--- src/rtl/cache_arbiter_if.sv ---
// Bus bundle between the two L1 caches, the arbiter and burst memory.
// master: the arbiter's view; slave: the caches/memory environment.
interface cache_arbiter_if #(
  parameter int unsigned BEATS = 4
);
  localparam int unsigned LineW = 64 * BEATS;

  // Instruction cache
  logic              icache_read;
  logic [31:0]       icache_address;
  logic [LineW-1:0]  icache_rdata;
  logic              icache_resp;

  // Data cache
  logic              dcache_read;
  logic              dcache_write;
  logic [31:0]       dcache_address;
  logic [LineW-1:0]  dcache_wdata;
  logic [LineW-1:0]  dcache_rdata;
  logic              dcache_resp;

  // Burst memory
  logic [31:0]       bmem_address;
  logic              bmem_read;
  logic              bmem_write;
  logic [63:0]       bmem_wdata;
  logic              bmem_ready;
  logic [63:0]       bmem_rdata;
  logic              bmem_rvalid;

  modport master (
    input  icache_read, icache_address,
    output icache_rdata, icache_resp,
    input  dcache_read, dcache_write, dcache_address, dcache_wdata,
    output dcache_rdata, dcache_resp,
    output bmem_address, bmem_read, bmem_write, bmem_wdata,
    input  bmem_ready, bmem_rdata, bmem_rvalid
  );

  modport slave (
    output icache_read, icache_address,
    input  icache_rdata, icache_resp,
    output dcache_read, dcache_write, dcache_address, dcache_wdata,
    input  dcache_rdata, dcache_resp,
    input  bmem_address, bmem_read, bmem_write, bmem_wdata,
    output bmem_ready, bmem_rdata, bmem_rvalid
  );
endinterface

--- src/rtl/cache_arbiter.sv ---
// Two-requester cache-line arbiter in front of a 64-bit burst memory.
// The dcache wins ties unless it won the previous grant, so neither side starves.
module cache_arbiter #(
  parameter int unsigned BEATS = 4
) (
  input logic           clk,
  input logic           rst,
  cache_arbiter_if.master bus
);
  localparam int unsigned CntW = (BEATS > 1) ? $clog2(BEATS) : 1;
  localparam logic [CntW-1:0] LastBeat = CntW'(BEATS - 1);

  typedef enum logic [2:0] {StIdle, StIRd, StDRd, StDWr, StDone} state_e;

  state_e                 state_q, state_d;
  logic                   last_d_q;   // previous grant went to the dcache
  logic                   sel_d_q;    // current transaction belongs to the dcache
  logic                   is_wr_q;
  logic                   cmd_ok_q;   // read command already accepted by memory
  logic [26:0]            addr_q;
  logic [BEATS-1:0][63:0] line_q;     // writeback source or fill destination
  logic [CntW-1:0]        cnt_q;

  logic i_req, d_req, grant_d, grant_i;
  logic in_rd, rd_cmd, beat_rd, beat_wr, last_beat, done;

  assign i_req     = bus.icache_read;
  assign d_req     = bus.dcache_read | bus.dcache_write;
  assign in_rd     = (state_q == StIRd) || (state_q == StDRd);
  assign rd_cmd    = in_rd && !cmd_ok_q;
  assign beat_rd   = in_rd && cmd_ok_q && bus.bmem_rvalid;
  assign beat_wr   = (state_q == StDWr) && bus.bmem_ready;
  assign last_beat = (cnt_q == LastBeat);
  assign done      = (state_q == StDone);

  // Next-state logic and grant decision
  always_comb begin
    state_d = state_q;
    grant_d = 1'b0;
    grant_i = 1'b0;
    unique case (state_q)
      StIdle: begin
        if (d_req && (!i_req || !last_d_q)) begin
          grant_d = 1'b1;
          // Simultaneous read+write is treated as a writeback
          state_d = bus.dcache_write ? StDWr : StDRd;
        end else if (i_req) begin
          grant_i = 1'b1;
          state_d = StIRd;
        end
      end
      StIRd, StDRd: if (beat_rd && last_beat) state_d = StDone;
      StDWr:        if (beat_wr && last_beat) state_d = StDone;
      StDone:       state_d = StIdle;
      default:      state_d = StIdle;
    endcase
  end

  // State register
  always_ff @(posedge clk) begin
    if (!rst) state_q <= StIdle;
    else      state_q <= state_d;
  end

  // Grant latching, beat counting and line buffer
  always_ff @(posedge clk) begin
    if (!rst) begin
      last_d_q <= 1'b0;
      sel_d_q  <= 1'b0;
      is_wr_q  <= 1'b0;
      cmd_ok_q <= 1'b0;
      addr_q   <= '0;
      line_q   <= '0;
      cnt_q    <= '0;
    end else if (grant_d) begin
      last_d_q <= 1'b1;
      sel_d_q  <= 1'b1;
      is_wr_q  <= bus.dcache_write;
      cmd_ok_q <= 1'b0;
      addr_q   <= bus.dcache_address[31:5];
      line_q   <= bus.dcache_wdata;
      cnt_q    <= '0;
    end else if (grant_i) begin
      last_d_q <= 1'b0;
      sel_d_q  <= 1'b0;
      is_wr_q  <= 1'b0;
      cmd_ok_q <= 1'b0;
      addr_q   <= bus.icache_address[31:5];
      cnt_q    <= '0;
    end else begin
      if (rd_cmd && bus.bmem_ready) cmd_ok_q <= 1'b1;
      if (beat_rd) line_q[cnt_q] <= bus.bmem_rdata;
      if ((beat_rd || beat_wr) && !last_beat) cnt_q <= cnt_q + CntW'(1);
    end
  end

  // Moore outputs; the idle cache always sees zero resp/rdata
  always_comb begin
    bus.bmem_address = {addr_q, 5'b0};
    bus.bmem_read    = rd_cmd;
    bus.bmem_write   = (state_q == StDWr);
    bus.bmem_wdata   = (state_q == StDWr) ? line_q[cnt_q] : 64'd0;
    bus.icache_resp  = done && !sel_d_q;
    bus.dcache_resp  = done && sel_d_q;
    bus.icache_rdata = (done && !sel_d_q) ? line_q : '0;
    bus.dcache_rdata = (done && sel_d_q && !is_wr_q) ? line_q : '0;
  end
endmodule

--- src/flat_wrapper.sv ---
// flat-port wrapper written by rule: the top's interface ports become plain ports
module cache_arbiter_flat 
#(
  parameter int unsigned BEATS = 4
)
  (clk, rst, bus_icache_read, bus_icache_address, bus_icache_rdata, bus_icache_resp, bus_dcache_read, bus_dcache_write, bus_dcache_address, bus_dcache_wdata, bus_dcache_rdata, bus_dcache_resp, bus_bmem_address, bus_bmem_read, bus_bmem_write, bus_bmem_wdata, bus_bmem_ready, bus_bmem_rdata, bus_bmem_rvalid);
  cache_arbiter_if #(.BEATS(BEATS)) bus_i ();
  input logic clk;
  input logic rst;
  input wire logic [$bits(bus_i.icache_read)-1:0] bus_icache_read;
  input wire logic [$bits(bus_i.icache_address)-1:0] bus_icache_address;
  output wire logic [$bits(bus_i.icache_rdata)-1:0] bus_icache_rdata;
  output wire logic [$bits(bus_i.icache_resp)-1:0] bus_icache_resp;
  input wire logic [$bits(bus_i.dcache_read)-1:0] bus_dcache_read;
  input wire logic [$bits(bus_i.dcache_write)-1:0] bus_dcache_write;
  input wire logic [$bits(bus_i.dcache_address)-1:0] bus_dcache_address;
  input wire logic [$bits(bus_i.dcache_wdata)-1:0] bus_dcache_wdata;
  output wire logic [$bits(bus_i.dcache_rdata)-1:0] bus_dcache_rdata;
  output wire logic [$bits(bus_i.dcache_resp)-1:0] bus_dcache_resp;
  output wire logic [$bits(bus_i.bmem_address)-1:0] bus_bmem_address;
  output wire logic [$bits(bus_i.bmem_read)-1:0] bus_bmem_read;
  output wire logic [$bits(bus_i.bmem_write)-1:0] bus_bmem_write;
  output wire logic [$bits(bus_i.bmem_wdata)-1:0] bus_bmem_wdata;
  input wire logic [$bits(bus_i.bmem_ready)-1:0] bus_bmem_ready;
  input wire logic [$bits(bus_i.bmem_rdata)-1:0] bus_bmem_rdata;
  input wire logic [$bits(bus_i.bmem_rvalid)-1:0] bus_bmem_rvalid;
  assign bus_i.icache_read = bus_icache_read;
  assign bus_i.icache_address = bus_icache_address;
  assign bus_icache_rdata = bus_i.icache_rdata;
  assign bus_icache_resp = bus_i.icache_resp;
  assign bus_i.dcache_read = bus_dcache_read;
  assign bus_i.dcache_write = bus_dcache_write;
  assign bus_i.dcache_address = bus_dcache_address;
  assign bus_i.dcache_wdata = bus_dcache_wdata;
  assign bus_dcache_rdata = bus_i.dcache_rdata;
  assign bus_dcache_resp = bus_i.dcache_resp;
  assign bus_bmem_address = bus_i.bmem_address;
  assign bus_bmem_read = bus_i.bmem_read;
  assign bus_bmem_write = bus_i.bmem_write;
  assign bus_bmem_wdata = bus_i.bmem_wdata;
  assign bus_i.bmem_ready = bus_bmem_ready;
  assign bus_i.bmem_rdata = bus_bmem_rdata;
  assign bus_i.bmem_rvalid = bus_bmem_rvalid;
  cache_arbiter #(.BEATS(BEATS)) u_core (.clk(clk), .rst(rst), .bus(bus_i));
endmodule
--- config.mk ---
export PLATFORM = sky130hd
export DESIGN_NAME = cache_arbiter_flat
export DESIGN_NICKNAME = d
export VERILOG_FILES = /design/src/rtl/cache_arbiter_if.sv /design/src/rtl/cache_arbiter.sv /design/src/flat_wrapper.sv
export SDC_FILE = /design/constraint.sdc
export NUM_CORES = 1
export LEC_CHECK = 0
export CAP_MARGIN = 40
export CORE_AREA = 2 2 390 392
export DETAILED_ROUTE_END_ITERATION = 6
export DIE_AREA = 0 0 392 394
export PLACE_DENSITY_LB_ADDON = 0.2
export SLEW_MARGIN = 0
export SYNTH_ARGS = -nofsm -noshare
export SYNTH_HDL_FRONTEND = slang
export SYNTH_SLANG_ARGS = --single-unit
--- constraint.sdc ---
create_clock -name clk -period 2.7 [get_ports clk]
set_clock_uncertainty 0.15 [all_clocks]
set_input_delay 0.81 -clock clk [delete_from_list [all_inputs] [get_ports clk]]
set_output_delay 0.81 -clock clk [all_outputs]
set_load 0.02 [all_outputs]
; ---- Word level (Yosys, flattened, before mapping)
; Index checks and enable logic that the tools add are counted.
[totals]
ff_bits = 291
in_bits = 391
out_inout_bits = 612
[classes]
add_sub_neg = 1
magnitude_cmp = 2
eq_ne = 9
mux = 27
bitwise = 2
n_reduce_logical = 28
[op_table]
columns = cell, n
row1 = $mux W256, 5
row2 = $bwmux W256, 1
row3 = $mux W64, 3
row4 = $bmux W64 S2, 1
row5 = $demux W64 S2, 1
row6 = $mux W27, 2
row7 = $logic_and A1 B1 Y1, 13
row8 = $mux W3, 4
row9 = $mux W1, 9
row10 = $pmux W3 S3, 1
row11 = $eq A3 B2 Y1 const B, 2
row12 = $ne A2 B1 Y1 const B, 3
row13 = $logic_not A1 Y1, 5
row14 = $reduce_bool A2 Y1, 2
row15 = $eq A3 B1 Y1 const B, 1
row16 = $eq A3 B3 Y1 const B, 1
row17 = $logic_not A3 Y1, 1
row18 = $logic_or A1 B1 Y1, 3
row19 = $lt A2 B3 Y1 const B, 1
row20 = $ne A3 B2 Y1 const B, 1
row21 = $reduce_and A3 Y1, 1
row22 = $reduce_or A3 Y1, 1
row23 = $add A2 B1 Y2 const B, 1
row24 = $eq A2 B2 Y1 const B, 1
row25 = other kinds (5), 5

; ---- Logic depth before layout (Yosys ltp)
[depth]
depth_word = 8
ltp_mapped = 10
mapped_depth_nobuf = 6

; ---- Worst setup path after synthesis
; Ideal clock, no wire load.
[synth_path]
kind = flip-flop to output port
from = register u_core.state_q[0]
to = output port bus_dcache_rdata[100]
arrival_time_ns = 1.633
required_time_ns = 1.740
setup_slack_ns = 0.107
path_stages_with_launch = 8
path_buffers = 3
path_cell_list = dfxtp_1 -> buf_6 -> nor2_2 -> and3_1 -> and2b_1 -> buf_4 -> clkbuf_1 -> and2_1
[synth_between]
elab_chain_len = 4
[synth_rtl]
columns = element, line
row1 = from (decl), cache_arbiter.sv:15  ; state_e state_q, state_d;
row2 = from (signal assigned), cache_arbiter.sv:61  ; if (!rst) state_q <= StIdle;
row3 = from (signal assigned), cache_arbiter.sv:62  ; else state_q <= state_d;
row4 = $eq A3 B3 Y1, cache_arbiter.sv:34  ; assign done = (state_q == StDone);
row5 = $logic_and A1 B1 Y1, n/a
row6 = named net bus_dcache_resp, flat_wrapper.sv:19  ; output wire logic [$bits(bus_i.dcache_resp)-1:0] bus_dcache_resp;
row7 = $logic_and A1 B1 Y1, cache_arbiter.sv:106  ; bus.dcache_rdata = (done && sel_d_q && !is_wr_q) ? line_q : '0;
row8 = $mux W256, cache_arbiter.sv:106
row9 = to (decl), flat_wrapper.sv:18  ; output wire logic [$bits(bus_i.dcache_rdata)-1:0] bus_dcache_rdata;
; The timed path passes the listed nets, and every way through them passes these cells.

; ---- Worst setup path after layout
[layout_path]
from = register u_core.state_q[0]
to = output port bus_dcache_rdata[106]
[layout_between]
elab_chain_len = 4
[layout_rtl]
columns = element, line
row1 = $eq A3 B3 Y1, cache_arbiter.sv:34
row2 = $logic_and A1 B1 Y1 (2 in a row), cache_arbiter.sv:106
row3 = $mux W256, cache_arbiter.sv:106
; No other way between the ends.

==> impl_metrics.yaml <==
critical_path:
  criticalPathCategory: "reg2out"
  cp_top_family: "buffers and inverters"
  worstReg2RegStart: "u_core.cnt_q[1]"
  arrival_ps: 2490
  startpoint_type: "flop"
  critPathLaunch: "u_core.state_q[0]"
  worstPathRequired_ps: 1740
  crit_slowest_cell: "dfxtp_2"
  crit_buf_inv: 7
  cp_cell_sequence: "nor2_4 -> and3_4 -> and2b_4 -> buf_12 -> buf_12 -> buf_4 -> buf_8 -> buf_16 -> buf_6 -> and2_4 -> buf_6"
  cp_max_fo: 7
  slowest_delay_ps: 330
  worst_setup_path_end_kind: "output port"
synth:
  synth_area_leaders: "dfxtp_1, and2_1, nand2_1"
  synth.top_cells.by_count: "nand2_1, and2_1, dfxtp_1"
  ys_seq_area_share_pct: 32.7
  yosysUniqueCellTypes: 44
  ys_ff_latch: 291
  synthCells: 2303
  synthArstFlopShare_pct: 0
  yosysMostFrequentCell: "nand2_1"
  syn-cell-area_um2: 17800
  synth_top_area_share_pct: 32.7
  yosys_warnings: 0
  synth_area_leader_cell: "dfxtp_1"
  synth-edff-count: 0
  synth_ff_type: "dfxtp_1"
  syn_area_per_cell_um2: 7.74
finish:
  drive_gt1_share_pct: 30.6
  area_growth_pct: 104
  nets: 3932
route:
  dr_wl_met2_mm: 66.2
  drt_iter0_markers: 1588
  num_vias: 22400
  wl_met1_mm: 55.2
  drt-pass1-iter-count: 7
  via_per_inst: 3.98
  wirelength_mm: 137
  routed.top_layer: "met5"
  wire_per_inst_um: 24.3
  wl_met3_mm: 11.1
  drc_errors: 0
  ant_nets: 0
timing:
  period_share_pct: 128
  finalWorstSetupSlack_ps: -752
  finalHoldViolations: 0
  rsz0062_at_grt: "yes"
  slew_headroom_pct: 60.0
  setup_violations: 580
  tightest_slew_ps: 593
  max_freq_mhz: 290
  timing.hold.ws_ps: 319
  min_period_ps: 3450
  slew_viol_final: 0
die:
  die_area_um2: 154000
  floorplan.rows: 143
  boundaryPins: 1003
  coreArea_um2: 151000
  chipHeight_um: 394
  die_w_um: 392
  initial_core_util_pct: 11.8
outcome:
  failed_checks: "setup timing"
  status: "finished with violations"
clocking:
  clkSinkCount: 291
  clk_latency_ps: 590
  cts_max_path_buffers: 3
  cts_tree: "built"
  cts_buffers: 42
  clkTransAtPathRegs_ps: 50
  ctsHoldBuffers: 0
  root_buffer: "clkbuf_16"
  cts.htree.levels: 2
placed_design:
  port_buffers: 987
  place_congestion: 0.863
  dp.final_hpwl_mm: 100
  dp_slack_ps: -464
hold_path:
  holdCritStartpoint: "u_core.addr_q[3]"
  hp-class: "reg2reg"
global_route:
  grt-ovfl-total: 0
  grtUsageTotal_pct: 16.4
  grt_pass1_vias: 21900
  grt_max_degree: 81
  antenna_found_initial: 41
  grt_pass1_wl_mm: 179
job:
  maxCapViolations: 0
power:
  fin_total_pwr_mw: 28.4
  p_leak_nw: 17.9
  power_density_nw_per_um2: 781
  ir_drop_mv: 0.410
## layer usage
layer | up-vias | track usage (%)
li1 | 10400 | -
met1 | 10800 | 19.8
met2 | 953 | 27.8
met3 | 181 | 4.39
met4 | 22 | 5.92
met5 | - | 0
## cell families after synthesis
| logic type | count (synthesis) | share of synthesized area (%) |
|---|---|---|
| AND/OR/NAND/NOR | 1129 | 32.4 |
| AO/OA/AOI/OAI | 548 | 18.6 |
| flip-flops | 291 | 32.7 |
| buffers and inverters | 234 | 6.03 |
| multiplexers | 93 | 9.71 |
| adder cells (fa/ha/maj) | 4 | 0.281 |
| XOR/XNOR | 3 | 0.253 |
| other | 1 | 0.0210 |
## area by class of cell
type | count | area (um2)
Tap cell | 2030 | 2540
Timing Repair Buffer | 1415 | 15100
Clock buffer | 58 | 1240
Antenna cell | 24 | 60.1
Fill cell | 16600 | 114000
Sequential cell | 291 | 5840
Multi-Input combinational cell | 1782 | 11400
Clock inverter | 15 | 153
Inverter | 5 | 18.8
## through the flow
stage | instance area [um2] | setup TNS [ps] | cells | util (%)
finish | 36300 | -298430 | 5620 | 24.1
global route | 36300 | -359800 | 5612 | 24.1
CTS | 35500 | -457190 | 5564 | 23.6
detailed placement | 32400 | -165030 | 5410 | 21.5
global placement | 32400 | -159740 | 5410 | 21.5
floorplan | 17800 | 0 | 2307 | -
## sequential cells by signal, summed over array words and instances, names as in the netlist
signal	flops
u_core.last_d_q	1
u_core.is_wr_q	1
u_core.cmd_ok_q	1
u_core.addr_q	27
u_core.state_q	3
u_core.cnt_q	2
u_core.line_q	256
## power by group
part | internal [mW] | leakage, nW | switching (mW)
Combinational | 6.64 | 14.7 | 7.31
Sequential | 6.28 | 2.42 | 2.27
Clock | 3.48 | 0.689 | 2.40
## cells in the final DEF, fill, tap and decap left out, drive strengths merged, types with 2 or more instances in the layout
cell	count
clkdlybuf4s50	423
buf	684
and4b	4
bufinv	3
dlygate4sd2	35
a21oi	3
xnor2	2
and2	516
conb	5
o2bb2ai	27
dfxtp	291
clkinv	10
nand3	2
nand2	524
mux4	64
inv	5
clkdlybuf4s15	14
ha	4
o21ai	256
diode	24
nor3	3
mux2i	29
a31oi	256
nor2	8
nor2b	65
clkbuf	111
dlymetal6s2s	205
nand3b	2
clkinvlp	2
## repair_timing
| item | CTS | global route |
|---|---|---|
| pin swaps | 19 | 16 |
| gates resized for setup | 1254 | 694 |
| setup buffers | 63 | 39 |
| gates cloned | 18 | 4 |
| setup endpoints to repair | 580 | 580 |
## final timing paths
kind                      endpoint  slack (ps)  cells past startpoint
max          bus_dcache_rdata[106]        -750                     11
min reg2reg       u_core.addr_q[3]         320                      1
max reg2reg     u_core.line_q[231]         360                      8
min               u_core.addr_q[3]         320                      1
Power figures use the tool's default switching activity.
